### config.mk
export PLATFORM = sky130hd
export DESIGN_NAME = seg7_capture_flat
export DESIGN_NICKNAME = d
export VERILOG_FILES = /design/src/rtl/seg7_capture_if.sv /design/src/rtl/seg7_capture.sv /design/src/flat_wrapper.sv
export SDC_FILE = /design/constraint.sdc
export NUM_CORES = 1
export LEC_CHECK = 0
export ABC_AREA = 0
export BUFFER_PORTS_ARGS = -buffer_cell sky130_fd_sc_hd__clkbuf_2
export CELL_PAD_IN_SITES_DETAIL_PLACEMENT = 2
export CELL_PAD_IN_SITES_GLOBAL_PLACEMENT = 2
export CORE_ASPECT_RATIO = 1.2
export CORE_MARGIN = 5
export CORE_UTILIZATION = 37
export CTS_CLUSTER_SIZE = 8
export DETAILED_ROUTE_END_ITERATION = 8
export HOLD_SLACK_MARGIN = 0.08
export PLACE_DENSITY = 0.75
export SETUP_SLACK_MARGIN = 0.5
export SYNTH_ARGS = -nofsm -noshare
export SYNTH_HDL_FRONTEND = slang
export SYNTH_SLANG_ARGS = --single-unit
export TNS_END_PERCENT = 100
### constraint.sdc
create_clock -name i_clk -period 3.6 [get_ports i_clk]
set_clock_uncertainty 0.1 [all_clocks]
set_input_delay 0.54 -clock i_clk [delete_from_list [all_inputs] [get_ports i_clk]]
set_output_delay 0.54 -clock i_clk [all_outputs]
set_load 0.05 [all_outputs]
### src/rtl/seg7_capture_if.sv
// Bundles the observed 7-segment pins and the decoded frame outputs of seg7_capture.
// master drives the display pins and reads the frame; slave is the capture block.
interface seg7_capture_if;
    logic [7:0] i_seg;
    logic [3:0] i_dig;
    logic [3:0] o_ones;
    logic [3:0] o_tens;
    logic [6:0] o_value;
    logic [1:0] o_dp;
    logic       o_valid;
    logic       o_err;
    logic       o_stale;

    modport master (
        output i_seg, i_dig,
        input  o_ones, o_tens, o_value, o_dp, o_valid, o_err, o_stale
    );

    modport slave (
        input  i_seg, i_dig,
        output o_ones, o_tens, o_value, o_dp, o_valid, o_err, o_stale
    );
endinterface

### src/rtl/seg7_capture.sv
// Samples a two-digit multiplexed 7-segment bus and rebuilds BCD/binary frames.
// Optional macro SEG7_CAPTURE_DP_EN: latch and report decimal points on o_dp.
module seg7_capture #(
    parameter int STABLE_CYCLES = 16,
    parameter int TIMEOUT       = 27_000_000
) (
    input  logic           i_clk,
    input  logic           i_rst,
    seg7_capture_if.slave  bus
);

    localparam int SW = $clog2(STABLE_CYCLES + 1);
    localparam int TW = $clog2(TIMEOUT + 1);
    localparam logic [3:0] DIG_ONES = 4'b1110;
    localparam logic [3:0] DIG_TENS = 4'b1101;
    localparam logic [11:0] SYNC_RST = {8'h00, 4'hF};

    typedef enum logic {COLLECT, COMMIT} state_t;

    // Returns {invalid, bcd} for segments a..g.
    function automatic logic [4:0] f_decode(input logic [6:0] seg);
        logic [4:0] r;
        case (seg)
            7'b1111110: r = 5'd0;
            7'b0110000: r = 5'd1;
            7'b1101101: r = 5'd2;
            7'b1111001: r = 5'd3;
            7'b0110011: r = 5'd4;
            7'b1011011: r = 5'd5;
            7'b1011111: r = 5'd6;
            7'b1110000: r = 5'd7;
            7'b1111111: r = 5'd8;
            7'b1111011: r = 5'd9;
            default:    r = 5'b1_0000;
        endcase
        return r;
    endfunction

    logic [11:0]   r_sync1, r_sync2, r_prev;
    logic [SW-1:0] r_stc;
    logic          r_cap_done;
    logic [3:0]    r_ones_h, r_tens_h;
    logic          r_got_ones, r_got_tens, r_bad;
    state_t        r_state;
    logic [3:0]    r_ones, r_tens;
    logic [6:0]    r_value;
    logic          r_valid, r_err;
    logic [TW-1:0] r_cnt;

    logic [7:0] w_seg;
    logic [3:0] w_dig;
    logic       w_same, w_cap, w_cap_ones, w_cap_tens;
    logic [4:0] w_dec;
    logic       w_got_ones_n, w_got_tens_n, w_bad_n;
    logic [3:0] w_ones_h_n, w_tens_h_n;
    logic [6:0] w_value_n;
    state_t     w_state_n;
    logic       w_commit_ok, w_commit_bad;

    assign w_seg  = r_sync2[11:4];
    assign w_dig  = r_sync2[3:0];
    assign w_same = (r_sync2 == r_prev);
    assign w_dec  = f_decode(w_seg[7:1]);

    assign w_cap      = (r_stc == SW'(STABLE_CYCLES - 1)) && w_same && !r_cap_done;
    assign w_cap_ones = w_cap && (w_dig == DIG_ONES);
    assign w_cap_tens = w_cap && (w_dig == DIG_TENS);

    always_ff @(posedge i_clk or posedge i_rst) begin
        if (i_rst) begin
            r_sync1    <= SYNC_RST;
            r_sync2    <= SYNC_RST;
            r_prev     <= SYNC_RST;
            r_stc      <= '0;
            r_cap_done <= 1'b0;
        end else begin
            r_sync1 <= {bus.i_seg, bus.i_dig};
            r_sync2 <= r_sync1;
            r_prev  <= r_sync2;
            if (!w_same) begin
                r_stc      <= '0;
                r_cap_done <= 1'b0;
            end else begin
                if (r_stc != SW'(STABLE_CYCLES))
                    r_stc <= r_stc + 1'b1;
                if (w_cap_ones || w_cap_tens)
                    r_cap_done <= 1'b1;
            end
        end
    end

    // A capture landing during COMMIT survives the flag clear and seeds the next frame.
    always_comb begin
        w_got_ones_n = ((r_state == COMMIT) ? 1'b0 : r_got_ones) | w_cap_ones;
        w_got_tens_n = ((r_state == COMMIT) ? 1'b0 : r_got_tens) | w_cap_tens;
        w_bad_n      = ((r_state == COMMIT) ? 1'b0 : r_bad)
                     | ((w_cap_ones | w_cap_tens) & w_dec[4]);
        w_ones_h_n   = w_cap_ones ? w_dec[3:0] : r_ones_h;
        w_tens_h_n   = w_cap_tens ? w_dec[3:0] : r_tens_h;
        w_value_n    = {w_tens_h_n, 3'b000} + {2'b00, w_tens_h_n, 1'b0}
                     + {3'b000, w_ones_h_n};
    end

    always_comb begin
        w_state_n    = r_state;
        w_commit_ok  = 1'b0;
        w_commit_bad = 1'b0;
        case (r_state)
            COLLECT: begin
                if (w_got_ones_n && w_got_tens_n) begin
                    w_state_n    = COMMIT;
                    w_commit_ok  = !w_bad_n;
                    w_commit_bad = w_bad_n;
                end
            end
            COMMIT:  w_state_n = COLLECT;
            default: w_state_n = COLLECT;
        endcase
    end

    always_ff @(posedge i_clk or posedge i_rst) begin
        if (i_rst) begin
            r_state    <= COLLECT;
            r_ones_h   <= '0;
            r_tens_h   <= '0;
            r_got_ones <= 1'b0;
            r_got_tens <= 1'b0;
            r_bad      <= 1'b0;
        end else begin
            r_state    <= w_state_n;
            r_ones_h   <= w_ones_h_n;
            r_tens_h   <= w_tens_h_n;
            r_got_ones <= w_got_ones_n;
            r_got_tens <= w_got_tens_n;
            r_bad      <= w_bad_n;
        end
    end

    // Outputs are loaded on the completing edge so they line up with the pulse.
    always_ff @(posedge i_clk or posedge i_rst) begin
        if (i_rst) begin
            r_ones  <= '0;
            r_tens  <= '0;
            r_value <= '0;
            r_valid <= 1'b0;
            r_err   <= 1'b0;
            r_cnt   <= '0;
        end else begin
            r_valid <= w_commit_ok;
            r_err   <= w_commit_bad;
            if (w_commit_ok) begin
                r_ones  <= w_ones_h_n;
                r_tens  <= w_tens_h_n;
                r_value <= w_value_n;
                r_cnt   <= '0;
            end else if (r_cnt != TW'(TIMEOUT)) begin
                r_cnt <= r_cnt + 1'b1;
            end
        end
    end

`ifdef SEG7_CAPTURE_DP_EN
    logic [1:0] r_dp_h, r_dp;
    always_ff @(posedge i_clk or posedge i_rst) begin
        if (i_rst) begin
            r_dp_h <= '0;
            r_dp   <= '0;
        end else begin
            if (w_cap_ones) r_dp_h[0] <= w_seg[0];
            if (w_cap_tens) r_dp_h[1] <= w_seg[0];
            if (w_commit_ok)
                r_dp <= {w_cap_tens ? w_seg[0] : r_dp_h[1],
                         w_cap_ones ? w_seg[0] : r_dp_h[0]};
        end
    end
    assign bus.o_dp = r_dp;
`else
    assign bus.o_dp = 2'b00;
`endif

    assign bus.o_ones  = r_ones;
    assign bus.o_tens  = r_tens;
    assign bus.o_value = r_value;
    assign bus.o_valid = r_valid;
    assign bus.o_err   = r_err;
    assign bus.o_stale = (r_cnt == TW'(TIMEOUT));

endmodule

### src/flat_wrapper.sv
// flat-port wrapper written by rule: the top's interface ports become plain ports
module seg7_capture_flat 
#(
    parameter int STABLE_CYCLES = 16,
    parameter int TIMEOUT       = 27_000_000
)
  (i_clk, i_rst, bus_i_seg, bus_i_dig, bus_o_ones, bus_o_tens, bus_o_value, bus_o_dp, bus_o_valid, bus_o_err, bus_o_stale);
  seg7_capture_if bus_i ();
  input  logic i_clk;
  input  logic i_rst;
  input wire logic [$bits(bus_i.i_seg)-1:0] bus_i_seg;
  input wire logic [$bits(bus_i.i_dig)-1:0] bus_i_dig;
  output wire logic [$bits(bus_i.o_ones)-1:0] bus_o_ones;
  output wire logic [$bits(bus_i.o_tens)-1:0] bus_o_tens;
  output wire logic [$bits(bus_i.o_value)-1:0] bus_o_value;
  output wire logic [$bits(bus_i.o_dp)-1:0] bus_o_dp;
  output wire logic [$bits(bus_i.o_valid)-1:0] bus_o_valid;
  output wire logic [$bits(bus_i.o_err)-1:0] bus_o_err;
  output wire logic [$bits(bus_i.o_stale)-1:0] bus_o_stale;
  assign bus_i.i_seg = bus_i_seg;
  assign bus_i.i_dig = bus_i_dig;
  assign bus_o_ones = bus_i.o_ones;
  assign bus_o_tens = bus_i.o_tens;
  assign bus_o_value = bus_i.o_value;
  assign bus_o_dp = bus_i.o_dp;
  assign bus_o_valid = bus_i.o_valid;
  assign bus_o_err = bus_i.o_err;
  assign bus_o_stale = bus_i.o_stale;
  seg7_capture #(.STABLE_CYCLES(STABLE_CYCLES), .TIMEOUT(TIMEOUT)) u_core (.i_clk(i_clk), .i_rst(i_rst), .bus(bus_i));
endmodule
==> results_dict.tcl, run 1 <==
set metrics [dict create \
    die_w_microns 106.7 \
    dp_hpwl_microns 6840 \
    path_class "flip-flop to flip-flop" \
    status "finished with violations" \
    preCtsSetupSlack_ns -0.1772 \
    drc 0 \
    cts_tree "built" \
    synth_top_area_cell "dfrtp_1" \
    synth_commonest_cells "dfrtp_1 (83), nor2_1 (37), xnor2_1 (23)" \
    cts_root_buf "clkbuf_16" \
    max_cap_viol_count 0 \
    ys_async_sr_fraction 1.000 \
    syn_to_final_growth_pct 20.87 \
    setup_tns_ns -0.2891 \
    num_rows 42 \
    syn_avg_cell_area_sq_um 12.61 \
    endpoint_kind "flip-flop" \
    setup_slack_ns -0.1276 \
    seq_area_sq_mm 0.002392 \
    tightestPinTransition_ns 0.9030 \
    synth_compound_area_frac 0.03499 \
    cp_max_fo 5 \
    synth_edf_count 0 \
    nets 426 \
    vias 2654 \
    clock-sinks 95 \
    finalHoldViolCount 0 \
    required_ns 3.72 \
    vdd_drop_max_uv 200.2 \
    placed_cells 515 \
    p_total_mw 2.072 \
    synth_area_sq_mm 0.004148 \
    yosys.area_share.simple 0.1363 \
    fin_crit_sh 1.035 \
    synth-seq-cells 95 \
    hold_path.class "input port to async pin" \
    netlist_instances 329 \
    synthMuxAreaShare 0.07149 \
    relSlewSlack 0.3895 \
    fp.dieH_microns 126.0 \
    fp.coreArea_sq_mm 0.01098 \
    via_per_inst 4.961 \
    synthAdderAreaFrac 0.04585 \
    drive_above_1_share 0.3251 \
    r2r-start "u_core.r_stc[1]$_DFFE_PP0P_" \
    drt_iter0_markers 39 \
    setup_viol 3 \
    violations "setup timing" \
    rsz0062_at_grt "yes" \
    gr-usage-all-layers 0.1579 \
    grt_max_degree 54 \
    htree_levels 3 \
    synth-warning-count 0 \
    overflow 0 \
    grt_pass1_wl_microns 16370 \
    post_drt_wl_per_cell_microns 18.36 \
    leakage_nw 2.389 \
    fp.dieArea_sq_mm 0.01344 \
    final_cell_count_no_fill 535 \
    multi_input_area_sq_mm 0.001677 \
    clock_path_buffers 2 \
    clk_pin_slew_ns 0.06 \
    synth-xor-area-share 0.09472 \
    min_period_ns 3.728 \
    cts_made_buffers 9 \
    synth_top_family_by_area "simple AND/OR/NAND/NOR gates" \
    slew_viol_final 0 \
    synth_top_area_share 0.5008 \
    yosysSeqAreaShare 0.5768 \
    diodes 0 \
    cp-start-kind "flip-flop" \
    power.density_mw_per_mm2 413.3 \
    io_buffers 31 \
    reg2reg_to "u_core.bus.o_value[4]$_DFFE_PP0P_" \
    reg2reg_slack_ns -0.13 \
    arrival_ns 3.85 \
    routed_wl_microns 9822 \
    floorplan.initialDensity 0.3776 \
    io_pins 34 \
    grt_pass1_vias 3149 \
    worstSkewPairLatency_ns 0.34 \
    netlist_top_cells_area "dfrtp_1 (50%), dfstp_2 (7.6%), xnor2_1 (4.9%), xor2_1 (4.2%), mux2_4 (4.0%)" \
    grt_antenna_before_repair 0 \
    fmax_mhz 268.3 \
    rr_worst_depth 13 \
    synth.most_common_cell "dfrtp_1" \
    place.gp.congestion 0.7946 \
    route.antenna.remaining_nets 0 \
    ys.flop_type "dfrtp_1" \
    fillers 1077 \
    synth.distinct_cells 47 \
    drt_pass1_iterations 4 \
]
[cell usage in the layout (no fill, tap or decap), drive strengths merged, types with 9 or more instances in the layout]
master  instances
and3           11
buf            38
clkbuf         42
dfrtp          83
dfstp          12
ha             12
inv            13
mux2           20
nand2          11
nand3          12
nand4           9
nor2           37
xnor2          24
xor2           20
[worst max-delay path, cell delays in order (launching register included)]
cell and delay [ns]:
dfrtp_1 0.36, ha_2 0.18, and3_4 0.19, ha_4 0.11, and4b_1 0.21, nand3b_1 0.09, or4_4 0.48, mux2_4 0.34
fa_1 0.50, fa_2 0.36, buf_4 0.14, buf_6 0.10, xor2_1 0.16, mux2_4 0.27
[stage by stage]
stage / instance area [sq um] / utilization / hold WS [ns]
after floorplan: 4197 / - / 0.2312
after global placement: 4652 / 0.4236 / 0.2320
after detailed placement: 4652 / 0.4236 / 0.2373
after CTS: 4962 / 0.4518 / 0.1570
after global routing: 5014 / 0.4565 / 0.1516
final: 5014 / 0.4565 / 0.1765
[cells by family (layout without fill, tap and decap cells)]
| logic type | after synthesis | count (layout) |
|---|---|---|
| buffers and inverters | 25 | 98 |
| xor gates and xnor gates | 44 | 44 |
| and+or+nand+nor | 108 | 108 |
| other | 1 | 2 |
| adders and majority gates | 14 | 14 |
| AOI/OAI and AO/OA | 19 | 19 |
| DFF | 95 | 95 |
| muxes | 23 | 23 |
[cell type report]
type,count,share of cell area
clock inverters,5,0.006738
repair buffers,69,0.09009
clock buffers,11,0.04842
flip-flops and latches,95,0.4772
multi-input cells,210,0.3344
inverters,13,0.01023
well taps,132,0.03294
[routing by layer]
layer / track usage / up-vias / part of all wire
met4: 0.05418 / 0 / 0.018
met3: 0.03173 / 11 / 0.020
met5: 0 / - / 0
li1: - / 1246 / -
met1: 0.1788 / 1375 / 0.40
met2: 0.2924 / 22 / 0.56
[power breakdown]
group	internal, mW	switching, mW	total (mW)	leakage (nW)
registers	1.09	0.0118	1.11	1.22
logic	0.0312	0.0523	0.0835	1.04
clock network	0.486	0.398	0.883	0.132
[repair_timing]
item	CTS	global route
setup buffers	3	1
endpoints found under the setup margin	5	26
resized for setup	2	9
pin swaps	2	6
hold buffers	0	0
hold endpoints to repair	0	0
[flip-flops by register name (all words and copies together) (netlist names), 5 cells and up]
signal,flops
u_core.r_stc,5
u_core.r_prev,12
u_core.r_cnt,25
u_core.bus.o_value,7
u_core.r_sync2,12
u_core.r_sync1,12
[worst max path at each step]
stage                                      from                           endpoint  slack, ns  depth (start not counted)
floorplan           u_core.r_stc[1]$_DFFE_PP0P_  u_core.bus.o_value[6]$_DFFE_PP0P_      -0.08                         14
global placement    u_core.r_stc[0]$_DFFE_PP0P_  u_core.bus.o_value[6]$_DFFE_PP0P_      -0.10                         13
detailed placement  u_core.r_stc[0]$_DFFE_PP0P_  u_core.bus.o_value[6]$_DFFE_PP0P_      -0.18                         13
CTS                 u_core.r_sync2[0]$_DFF_PP1_  u_core.bus.o_value[6]$_DFFE_PP0P_      -0.11                         12
global route        u_core.r_stc[0]$_DFFE_PP0P_  u_core.bus.o_value[4]$_DFFE_PP0P_      -0.25                         13
finish              u_core.r_stc[1]$_DFFE_PP0P_  u_core.bus.o_value[4]$_DFFE_PP0P_      -0.13                         13
(Power assumes the default switching activity.)
==> run 2, diff against run 1 <==
- PLACE_DENSITY: 0.75 -> 0.77
==> run 2 against run 1 <==
  * The flow still finishes with violations (setup timing)
  * Maximum frequency down 2.9%
  * Wire length rose by 21%
  * Sequential share of layout area is 1.4 points lower
  * Clock power grew 19%
  * Sequential cell count is the same
  * Die area stayed put
  * Hold slack got worse by 0.0072 ns
  * Final area is 2.9% higher
  * Clock-buffer cell count is the same
  * Critical path type unchanged
  * Largest power group unchanged
==> results_dict.tcl, run 2 (synthesized netlist as in run 1, its figures left out) <==
set metrics [dict create \
    status "finished with violations" \
    violations "setup timing" \
    cp-start-kind "flip-flop" \
    min_path_cells 1 \
    clock-sinks 95 \
    vias 2801 \
    io_buffers 31 \
    dp_hpwl_microns 7261 \
    hold_path.class "input port to flip-flop" \
    leakage_nw 2.458 \
    reg2reg_slack_ns -0.24 \
    floorplan.initialDensity 0.3776 \
    cts_hold_buf 0 \
    vdd_drop_max_uv 202.9 \
    final_core_util 0.4698 \
    finalHoldViolCount 0 \
    setup_viol 3 \
    final_common_cell "dfrtp_1" \
    placed_cells 516 \
    fin_crit_sh 1.066 \
    post_drt_wl_per_cell_microns 21.88 \
    grt_pass1_vias 3334 \
    fp.dieArea_sq_mm 0.01344 \
    arrival_ns 3.97 \
    fillers 1060 \
    max_cap_viol_count 0 \
    fmax_mhz 260.5 \
    drt_iter0_markers 80 \
    drc 0 \
    die_w_microns 106.7 \
    regMostFlops "u_core.r_cnt" \
    fp.coreArea_sq_mm 0.01098 \
    min_to "u_core.r_sync1[3]$_DFF_PP1_" \
    route.antenna.remaining_nets 0 \
    grt_antenna_before_repair 0 \
    seq_area_sq_mm 0.002392 \
    final_cell_mix "dfrtp_1 (83), buf_4 (44), nor2_1 (37), clkbuf_2 (31), xnor2_1 (22)" \
    place.gp.congestion 0.7436 \
    gr-usage-all-layers 0.1782 \
    final_cell_count_no_fill 543 \
    multi_input_area_sq_mm 0.001727 \
    rr_worst_depth 13 \
    p_total_mw 2.240 \
    min-delay-start "bus_i_dig[3]" \
    num_rows 42 \
    min_period_ns 3.839 \
    diodes 0 \
    setup_tns_ns -0.5643 \
    cts_made_buffers 9 \
    clk_pin_slew_ns 0.07 \
    grt_max_degree 55 \
    relSlewSlack 0.3866 \
    cp_max_fo 5 \
    cts_root_buf "clkbuf_16" \
    slew_viol_final 0 \
    cts_tree "built" \
    drt_pass1_iterations 4 \
    reg2reg_to "u_core.bus.o_value[6]$_DFFE_PP0P_" \
    nets 434 \
    clock_path_buffers 2 \
    grt_pass1_wl_microns 18460 \
    r2r-start "u_core.r_stc[1]$_DFFE_PP0P_" \
    routed_wl_microns 11880 \
    via_per_inst 5.158 \
    fp.dieH_microns 126.0 \
    overflow 0 \
    endpoint_kind "flip-flop" \
    largest_reg_flops 25 \
    io_pins 34 \
    required_ns 3.73 \
    rsz0062_at_grt "yes" \
    drive_above_1_share 0.3431 \
    path_class "flip-flop to flip-flop" \
    setup_slack_ns -0.2386 \
    htree_levels 3 \
    syn_to_final_growth_pct 24.40 \
    worstSkewPairLatency_ns 0.35 \
    tightestPinTransition_ns 0.9202 \
    power.density_mw_per_mm2 434.1 \
]
==> run 2: metrics by stage <==
step	setup slack (ns)	cell area [sq um]	hold WS, ns
floorplan	-0.08094	4197	0.2312
global placement	-0.04433	4658	0.2325
detailed placement	-0.2894	4658	0.2379
CTS	-0.1761	5057	0.1580
global route	-0.3578	5160	0.1575
finish	-0.2386	5160	0.1693
==> run 2: where the power goes <==
group          switching [mW]  total (mW)  internal [mW]
combinational          0.0554      0.0881         0.0327
sequential             0.0126        1.11           1.09
clock                   0.434        1.05          0.612
==> run 2: worst max-delay path by stage <==
stage | start | endpoint | cells past startpoint
2_1_floorplan | u_core.r_stc[1]$_DFFE_PP0P_ | u_core.bus.o_value[6]$_DFFE_PP0P_ | 14
3_3_place_gp | u_core.r_stc[1]$_DFFE_PP0P_ | u_core.bus.o_value[6]$_DFFE_PP0P_ | 13
3_5_place_dp | u_core.r_stc[0]$_DFFE_PP0P_ | u_core.bus.o_value[6]$_DFFE_PP0P_ | 13
4_1_cts | u_core.r_stc[1]$_DFFE_PP0P_ | u_core.bus.o_value[6]$_DFFE_PP0P_ | 13
5_1_grt | u_core.r_stc[1]$_DFFE_PP0P_ | u_core.bus.o_value[6]$_DFFE_PP0P_ | 13
6_report | u_core.r_stc[1]$_DFFE_PP0P_ | u_core.bus.o_value[6]$_DFFE_PP0P_ | 13
==> run 2: worst max-delay path, stage by stage (launching register included) <==
cell	delay [ns]
dfrtp_1	0.41
ha_2	0.21
and3_4	0.20
ha_4	0.12
and4b_1	0.22
nand3b_1	0.08
or4_4	0.48
mux2_4	0.35
fa_2	0.46
fa_2	0.39
a21o_1	0.20
a21oi_2	0.16
xnor2_1	0.09
mux2_4	0.26
==> run 2: metal layers <==
| layer | up-vias | routed length [microns] | part of all wire | global-route usage |
|---|---|---|---|---|
| met4 | 0 | 242 | 0.020 | 0.07223 |
| met3 | 17 | 282 | 0.024 | 0.03941 |
| li1 | 1266 | - | - | - |
| met2 | 43 | 6812 | 0.57 | 0.3332 |
| met1 | 1475 | 4542 | 0.38 | 0.1920 |
| met5 | - | 0 | 0 | 0 |
==> run 2: final cells by class <==
| class | count | share of cell area |
|---|---|---|
| timing repair buffer | 77 | 0.09918 |
| clock buffer | 11 | 0.04510 |
| tap | 132 | 0.03201 |
| clock inverter | 5 | 0.01576 |
| sequential | 95 | 0.4636 |
| inverter | 13 | 0.009699 |
| multi-input combinational | 210 | 0.3346 |
==> run 2: repair_timing <==
| action | in CTS | in global routing |
|---|---|---|
| gates cloned | 0 | 0 |
| endpoints found under the hold margin | 0 | 0 |
| gates resized for setup | 9 | 8 |
| endpoints found under the setup margin | 14 | 14 |
| buffers inserted | 6 | 5 |
| pin swaps | 1 | 3 |
==> run 3, diff against run 2 <==
- ABC_AREA: 0 -> 1
- ABC_CLOCK_PERIOD_IN_PS: default -> 3600
- CORE_MARGIN: 5 -> 1
- CORE_UTILIZATION: 37 -> 33
==> run 3 against run 2 <==
  * The run now ends clean
  * Global-route usage rose by 2.7 points
  * Core utilization down 4.3 points
  * First-iteration DRC count is 35% higher
  * Synthesized cell count grew 59%
  * Sequential share of layout area fell by 4.2 points
  * Worst setup slack better by 0.47 ns
  * Hold slack got worse by 0.017 ns
  * Wire length is 25% higher
  * Via count rose by 33%
==> results_dict.tcl, run 3 <==
set metrics [dict create \
    status "complete, no violations" \
    cp-start-kind "flip-flop" \
    synthMuxAreaShare 0 \
    drt_iter0_markers 108 \
    reg2reg_to "u_core.bus.o_value[5]$_DFFE_PP0P_" \
    synthAdderAreaFrac 0.04199 \
    largest_reg_flops 25 \
    power.density_mw_per_mm2 391.7 \
    setup_slack_ns 0.2272 \
    min_path_cells 1 \
    synth_top_area_share 0.4586 \
    via_per_inst 4.879 \
    min_to "u_core.r_sync1[0]$_DFF_PP1_" \
    netlist_top_cells_area "dfrtp_1 (46%), nand2_1 (12%), dfstp_2 (7.0%), inv_1 (6.4%), nor2_1 (4.7%)" \
    synth-xor-area-share 0.03287 \
    setup_tns_ns 0 \
    grt_antenna_before_repair 0 \
    die_w_microns 108.9 \
    crit_chain "inv_1 > nand2_1 > nand2_1 > nand2_1 > nor2_4 > buf_4 > nand4_4 > buf_12 > o21ai_4 > fa_2 > buf_4 > ha_4 > nand3_4 > nand3_2 > xor2_1 > nand2_1 > nand2_1" \
    fillers 1453 \
    clk_pin_slew_ns 0.08 \
    yosysSeqAreaShare 0.5282 \
    slew_viol_final 0 \
    reg2reg_slack_ns 0.23 \
    overflow 0 \
    htree_levels 3 \
    fin_crit_sh 0.9369 \
    cp_common_cell "nand2_1" \
    cp_num_buf_inv 4 \
    drc 0 \
    place.gp.congestion 0.8317 \
    path_class "flip-flop to flip-flop" \
    nets 621 \
    cp_max_fo 8 \
    clock_path_buffers 2 \
    synth_commonest_cells "nand2_1 (140), dfrtp_1 (83), inv_1 (77)" \
    fp.dieH_microns 130.3 \
    synth_top_family_by_area "simple AND/OR/NAND/NOR gates" \
    finalHoldViolCount 0 \
    worstSkewPairLatency_ns 0.36 \
    r2r-start "u_core.r_sync2[6]$_DFF_PP0_" \
    max_stage_delay_ns 0.52 \
    io_pins 34 \
    cts_tree "built" \
    hold_path.class "input port to flip-flop" \
    fmax_mhz 296.5 \
    synth_top_area_cell "dfrtp_1" \
    route.antenna.remaining_nets 0 \
    dpl-instance-area_sq_mm 0.004903 \
    synth.distinct_cells 36 \
    post_drt_wl_per_cell_microns 19.33 \
    synth-seq-cells 95 \
    endpoint_kind "flip-flop" \
    leakage_nw 2.797 \
    max_cap_viol_count 0 \
    vdd_drop_max_uv 256.6 \
    fin_area_sq_mm 0.005677 \
    ys.flop_type "dfrtp_1" \
    min_period_ns 3.373 \
    cts_hold_buf 0 \
    vias 3737 \
    synth.most_common_cell "nand2_1" \
    required_ns 3.80 \
    dp_hpwl_microns 8503 \
    preCtsSetupSlack_ns 0.08733 \
    critical_path.top_delay_family "simple AND/OR/NAND/NOR gates" \
    grt_pass1_wl_microns 21510 \
    drt_pass1_iterations 4 \
    synth-warning-count 0 \
    synth_area_sq_mm 0.004529 \
    rsz0062_at_grt "yes" \
    fp.coreArea_sq_mm 0.01330 \
    floorplan.initialDensity 0.3407 \
    synth_edf_count 0 \
    clock-sinks 95 \
    drive_above_1_share 0.2559 \
    arrival_ns 3.57 \
    final_common_cell "nand2_1" \
    regMostFlops "u_core.r_cnt" \
    io_buffers 31 \
    grt_pass1_vias 4148 \
    tightestPinTransition_ns 0.6213 \
    final_cell_mix "nand2_1 (132), dfrtp_1 (82), inv_1 (72), nor2_1 (53), buf_4 (35)" \
    cts_root_buf "clkbuf_16" \
    cp_slowest_cell "fa_2" \
    relSlewSlack 0.5858 \
    grt_max_degree 48 \
    syn_to_final_growth_pct 25.33 \
    min-delay-start "bus_i_dig[0]" \
    yosys.area_share.simple 0.2566 \
    setup_viol 0 \
    diodes 0 \
    fp.dieArea_sq_mm 0.01420 \
    gr-usage-all-layers 0.2052 \
    cts_made_buffers 9 \
    rr_worst_depth 17 \
    ys_async_sr_fraction 1.000 \
    syn_avg_cell_area_sq_um 8.677 \
    num_rows 46 \
    routed_wl_microns 14810 \
    netlist_instances 522 \
    synth_compound_area_frac 0.05856 \
]
[run 3: changes by cell type after synthesis, sizes merged, moves of 7 or more]
cell | previous run | this run
nor3 | 5 | 12
a21oi | 5 | 14
o21bai | 0 | 14
nand2 | 11 | 144
xor2 | 20 | 10
mux2 | 20 | 0
inv | 13 | 79
and3 | 11 | 0
xnor2 | 24 | 7
nor2 | 37 | 60
nand3 | 12 | 22
[run 3: routing by layer]
layer	GRT usage	vias up	share of wire
met4	0.09300	0	0.039
met5	0	-	0
li1	-	1761	-
met3	0.04196	33	0.019
met2	0.3877	48	0.57
met1	0.2152	1895	0.38
[run 3: kinds of logic (layout without fill, tap and decap cells)]
kind of cell,count (synthesis),after routing
simple gates,263,264
flops,95,95
buf+inv,88,162
compound gates,44,44
xor+xnor,17,17
fa+ha+maj,14,14
other cells,1,2
[run 3: metrics by stage]
stage | utilization | std cells | hold WS, ns | power, mW
global placement | 0.3688 | 720 | 0.2334 | 1.202
floorplan | - | 523 | 0.2312 | 1.177
global route | 0.4270 | 766 | 0.1394 | 2.307
CTS | 0.4143 | 756 | 0.1462 | 2.232
detailed placement | 0.3688 | 720 | 0.2395 | 1.208
finish | 0.4270 | 766 | 0.1524 | 2.223
[run 3: worst max-delay path by stage]
stage / start / to / slack, ns / depth (start not counted)
2_1_floorplan: i_rst / u_core.bus.o_err$_DFF_PP0_ / 0.50 / 1
3_3_place_gp: u_core.r_sync2[1]$_DFF_PP1_ / u_core.bus.o_value[6]$_DFFE_PP0P_ / 0.21 / 19
3_5_place_dp: u_core.r_sync2[3]$_DFF_PP1_ / u_core.bus.o_value[6]$_DFFE_PP0P_ / 0.09 / 19
4_1_cts: u_core.r_stc[1]$_DFFE_PP0P_ / u_core.bus.o_value[6]$_DFFE_PP0P_ / 0.45 / 17
5_1_grt: u_core.r_sync2[6]$_DFF_PP0_ / u_core.bus.o_value[5]$_DFFE_PP0P_ / 0.08 / 17
6_report: u_core.r_sync2[6]$_DFF_PP0_ / u_core.bus.o_value[5]$_DFFE_PP0P_ / 0.23 / 17
[run 3: cell type report]
type / instances / area [sq um] / area share
timing repair buffer: 67 / 437.9 / 0.07714
clock buffer: 12 / 256.5 / 0.04518
sequential: 95 / 2394 / 0.4216
clock inverter: 4 / 53.80 / 0.009478
multi-input combinational: 341 / 2023 / 0.3564
inverter: 79 / 301.5 / 0.05312
tap: 168 / 210.2 / 0.03703
[run 3: repair_timing]
action	in CTS	in global routing
pin swaps	14	17
resized for setup	33	20
buffers inserted	19	10
gates cloned	1	0
endpoints found under the setup margin	4	7
[run 3: report_power, final]
part	total [mW]	leakage [nW]	switching (mW)	internal [mW]
Sequential	1.11	1.22	0.0173	1.09
Clock	1.02	0.145	0.444	0.579
Combinational	0.0901	1.44	0.0662	0.0238
Total	2.22	2.80	0.528	1.70
